--- config.mk ---
export PLATFORM = sky130hd
export DESIGN_NAME = serial_subtractor
export DESIGN_NICKNAME = d
export VERILOG_FILES = /design/src/rtl/serial_subtractor_pkg.sv /design/src/rtl/serial_subtractor_full_subtractor.sv /design/src/rtl/serial_subtractor.sv
export SDC_FILE = /design/constraint.sdc
export NUM_CORES = 1
export LEC_CHECK = 0
export ABC_AREA = 1
export BUFFER_PORTS_ARGS = -buffer_cell sky130_fd_sc_hd__buf_4
export CAP_MARGIN = 25
export CELL_PAD_IN_SITES_DETAIL_PLACEMENT = 1
export CELL_PAD_IN_SITES_GLOBAL_PLACEMENT = 2
export CORE_UTILIZATION = 33
export DETAILED_ROUTE_END_ITERATION = 10
export PLACE_DENSITY = 0.85
export SETUP_SLACK_MARGIN = 0.5
export SKIP_LAST_GASP = 1
export SLEW_MARGIN = 20
export SYNTH_ARGS = -nofsm -noshare
export SYNTH_HDL_FRONTEND = slang
export SYNTH_SLANG_ARGS = --single-unit
--- constraint.sdc ---
create_clock -name clk -period 2.7 [get_ports clk]
set_input_delay 0.54 -clock clk [delete_from_list [all_inputs] [get_ports clk]]
set_output_delay 0.54 -clock clk [all_outputs]
set_load 0.1 [all_outputs]
--- src/rtl/serial_subtractor_pkg.sv ---
// Shared widths and FSM encoding for the bit-serial subtractor.
// Imported by the top module.
package serial_subtractor_pkg;

    localparam int OP_W  = 4;
    localparam int RES_W = 8;
    localparam int CNT_W = 2;

    typedef enum logic [1:0] {
        IDLE = 2'd0,
        RUN  = 2'd1,
        DONE = 2'd2
    } state_t;

endpackage

--- src/rtl/serial_subtractor_full_subtractor.sv ---
// Single-bit full subtractor: diff = x - y - bi, with bo as the borrow out.
// Purely combinational; it holds no state.
module full_subtractor (
    input  logic x,
    input  logic y,
    input  logic bi,
    output logic diff,
    output logic bo
);

    assign diff = x ^ y ^ bi;
    assign bo   = (~x & y) | (~(x ^ y) & bi);

endmodule

--- src/rtl/serial_subtractor.sv ---
// Computes a - b - bin one bit per clock, LSB first.
// The datapath uses a single full_subtractor cell.
module serial_subtractor
    import serial_subtractor_pkg::*;
(
    input  logic             clk,
    input  logic             rst,
    input  logic             start,
    input  logic [OP_W-1:0]  a,
    input  logic [OP_W-1:0]  b,
    input  logic             bin,
    output logic             busy,
    output logic             done,
    output logic             bout,
    output logic [RES_W-1:0] d
);

    state_t             state_reg,  state_next;
    logic [OP_W-1:0]    a_reg,      a_next;
    logic [OP_W-1:0]    b_reg,      b_next;
    logic               borrow_reg, borrow_next;
    logic [CNT_W-1:0]   cnt_reg,    cnt_next;
    logic [OP_W-1:0]    shift_reg,  shift_next;
    logic [RES_W-1:0]   d_reg,      d_next;
    logic               bout_reg,   bout_next;
    logic               cell_diff,  cell_bo;

    // Operands shift right, so the current bit is always at position 0.
    full_subtractor u_cell (
        .x    (a_reg[0]),
        .y    (b_reg[0]),
        .bi   (borrow_reg),
        .diff (cell_diff),
        .bo   (cell_bo)
    );

    always_comb begin
        state_next  = state_reg;
        a_next      = a_reg;
        b_next      = b_reg;
        borrow_next = borrow_reg;
        cnt_next    = cnt_reg;
        shift_next  = shift_reg;
        d_next      = d_reg;
        bout_next   = bout_reg;
        case (state_reg)
            IDLE: begin
                if (start) begin
                    a_next      = a;
                    b_next      = b;
                    borrow_next = bin;
                    cnt_next    = '0;
                    shift_next  = '0;
                    state_next  = RUN;
                end
            end
            RUN: begin
                a_next      = a_reg >> 1;
                b_next      = b_reg >> 1;
                borrow_next = cell_bo;
                // Diff bits enter at the MSB so bit 0 lands at position 0 after the last shift.
                shift_next  = {cell_diff, shift_reg[OP_W-1:1]};
                cnt_next    = cnt_reg + CNT_W'(1);
                if (cnt_reg == CNT_W'(OP_W - 1)) begin
                    d_next     = RES_W'({cell_bo, cell_diff, shift_reg[OP_W-1:1]});
                    bout_next  = cell_bo;
                    state_next = DONE;
                end
            end
            DONE: begin
                state_next = IDLE;
            end
            default: begin
                state_next = IDLE;
            end
        endcase
    end

    always_ff @(posedge clk) begin
        if (rst) begin
            state_reg  <= IDLE;
            a_reg      <= '0;
            b_reg      <= '0;
            borrow_reg <= 1'b0;
            cnt_reg    <= '0;
            shift_reg  <= '0;
            d_reg      <= '0;
            bout_reg   <= 1'b0;
        end else begin
            state_reg  <= state_next;
            a_reg      <= a_next;
            b_reg      <= b_next;
            borrow_reg <= borrow_next;
            cnt_reg    <= cnt_next;
            shift_reg  <= shift_next;
            d_reg      <= d_next;
            bout_reg   <= bout_next;
        end
    end

    assign busy = (state_reg == RUN);
    assign done = (state_reg == DONE);
    assign bout = bout_reg;
    assign d    = d_reg;

endmodule

==> results.yml <==
pwr:
  leakage_nw: 0.563
  switching_share: 0.323
  p_comb_frac: 0.209
  p_sw_w: 0.000201
  p_seq_frac: 0.543
  p_per_area_mw_per_mm2: 500
  irDropWorstVdd_uv: 239
  power_frac_clock: 0.248
  internal-power_w: 0.000422
critical_path:
  path_buf_inv: 3
  critical_path_class: "flip-flop to output port"
  path_max_fanout: 20
  cp_top_family: "buffers and inverters"
  critPathCaptureType: "output port"
  cpMaxStageDelayCell: "dfxtp_1"
  crit_arrival_ns: 1.50
  crit_required_ns: 2.16
  path_common_cell: "inv_2"
  critical_path.cell_chain: "inv_2 -> nand2_4 -> inv_2 -> buf_6"
  cp-start-kind: "flip-flop"
  critPathMaxStageDelay_ns: 0.34
  reg2reg_slack_ns: 1.36
floorplanning:
  core_mm2: 0.00310
  io_pins: 23
  die_area_mm2: 0.00358
  num_rows: 20
  die_x_um: 59.8
  die_y_um: 59.8
  initial_utilization: 0.356
logic_synthesis:
  synth_most_common_cell: "dfxtp_1"
  yosys.area.top_type_share: 0.381
  yosys-top-cells-count: "21 x dfxtp_1, 20 x nand2_1, 16 x nand3_1"
  synth-edff-count: 0
  synth.distinct_cells: 24
  yosys.area.top_type: "dfxtp_1"
  yosysSeqAreaShare: 0.381
  ys.flop_type: "dfxtp_1"
  ys_ff_latch: 21
  syn_avg_cell_area_um2: 8.36
  synth.area.top_cells: "dfxtp_1 38%, nand3_2 9.1%, nand3_1 7.3%"
  synth_area_mm2: 0.00110
  ys_warn_count: 0
  syn_inst: 132
  ys_async_sr_fraction: 0
worst_hold_path:
  hold_class: "primary input to flip-flop"
finish:
  register_area_um2: 422
  n_antenna_cell: 0
  drive_above_1_share: 0.345
  multi_input_area_um2: 520
  syn2layout_area_growth_pct: 13.0
  fin_nets: 163
  n_fill_cell: 408
flow_run:
  maxCapViolCount: 0
route:
  wire_per_inst_um: 12.3
  avgViaCountPerCell: 4.57
  drt_iter0_markers: 18
  drtPass1Iterations: 4
  routed_wl_um: 2370
  drc: 0
  ant_nets: 0
  vias: 878
grt:
  grt_antenna_before_repair: 0
  track_usage: 0.158
  grt_max_degree: 21
  grt_pass1_vias: 867
  grt_pass1_wl_um: 4020
  grt_remaining_overflow: 0
sta:
  min_period_ns: 2.04
  clock-skew-final_ns: 0.00885
  final.setup.tns_ns: 0
  hold_viol_final: 0
  rsz0062_at_grt: "no"
  whs_ns: 0.474
  slew_viol_final: 0
  max_freq_mhz: 491
  setup-violations-final: 0
  fin_crit_sh: 0.755
clock_tree:
  clk_latency_ns: 0.31
  cts.path.max_buffers: 2
  cts_tree: "built"
  cts_buffers: 3
  cts_root_buf: "clkbuf_4"
  clk_pin_slew_ns: 0.12
  clock-sinks: 21
  cts_hold_buf: 0
  cts.htree.levels: 1
placed_design:
  gp_congestion: 0.836
  port_buffers: 19
  dp_hpwl_um: 1850
run_status:
  status: "finished clean"
-- area by class of cell --
type | count | share of cell area
clock inverters | 1 | 0.00401
well taps | 44 | 0.0441
multi-input cells | 85 | 0.417
inverters | 19 | 0.0612
flip-flops and latches | 21 | 0.338
repair buffers | 19 | 0.117
clock buffers | 3 | 0.0181
-- logic make-up after synthesis --
logic type / after synthesis / share of synthesized area
simple gates: 63 / 0.327
buf+inv: 28 / 0.156
flops: 21 / 0.381
compound gates: 17 / 0.103
fa+ha+maj: 2 / 0.0295
other cells: 1 / 0.00340
-- layout by cell type, fill, tap and decap left out --
cell type	count
nand2_1	20
dfxtp_1	20
buf_4	18
nand3_1	16
inv_1	14
nor2_1	11
nand3_2	10
a21oi_2	6
a21oi_1	5
o21ai_0	4
inv_2	3
nand2_4	3
conb_1	3
clkbuf_4	3
nor2_2	1
nand2_2	1
clkinv_1	1
o21a_1	1
nor2_8	1
clkinv_4	1
o21ai_2	1
fa_1	1
ha_1	1
clkinv_2	1
buf_6	1
dfxtp_2	1
-- final timing paths --
path,startpoint,end,cells past startpoint
min,b[3],b_reg[3],3
max reg2reg,state_reg[1],borrow_reg,6
max,state_reg[1],busy,4
min reg2reg,d[2],d[2],2
-- power by group through the flow --
stage	logic, W	registers, W	clock network [W]
4_1_cts	0.000131	0.000339	0.000161
3_3_place_gp	0.000127	0.000344	0
2_1_floorplan	0.000117	0.000341	0
3_5_place_dp	0.000130	0.000346	0
5_1_grt	0.000144	0.000341	0.000174
6_report	0.000130	0.000339	0.000155
-- worst register-to-register path, stage by stage, from the launching register on --
cell and delay (ns):
dfxtp_1 0.34, inv_2 0.14, nand2_2 0.28, nand2_4 0.23
o21ai_0 0.10, nor2_1 0.10, nor2_1 0.04
-- metrics by stage --
step | setup slack (ns) | utilization | instance area (µm²) | std cells | power [W]
after floorplan | 0.786 | - | 1110 | 134 | 0.000458
after global placement | 0.915 | 0.392 | 1210 | 188 | 0.000471
after detailed placement | 0.848 | 0.392 | 1210 | 188 | 0.000476
after CTS | 0.590 | 0.401 | 1240 | 192 | 0.000631
after global routing | 0.559 | 0.402 | 1250 | 192 | 0.000659
final | 0.661 | 0.402 | 1250 | 192 | 0.000623
-- layer usage --
layer  up-vias  share of wire  GRT usage
li1        444              -          -
met2        12           0.53      0.273
met1       418           0.43      0.187
met5         -              0          0
met3         4          0.028     0.0455
met4         0          0.016     0.0498
-- timing repair --
item	CTS	global route
hold endpoints to repair	0	0
gates cloned	0	0
resized for setup	1	1
endpoints found under the setup margin	1	1
buffers inserted	0	0
Note: power is estimated with default switching activity, not from simulation.
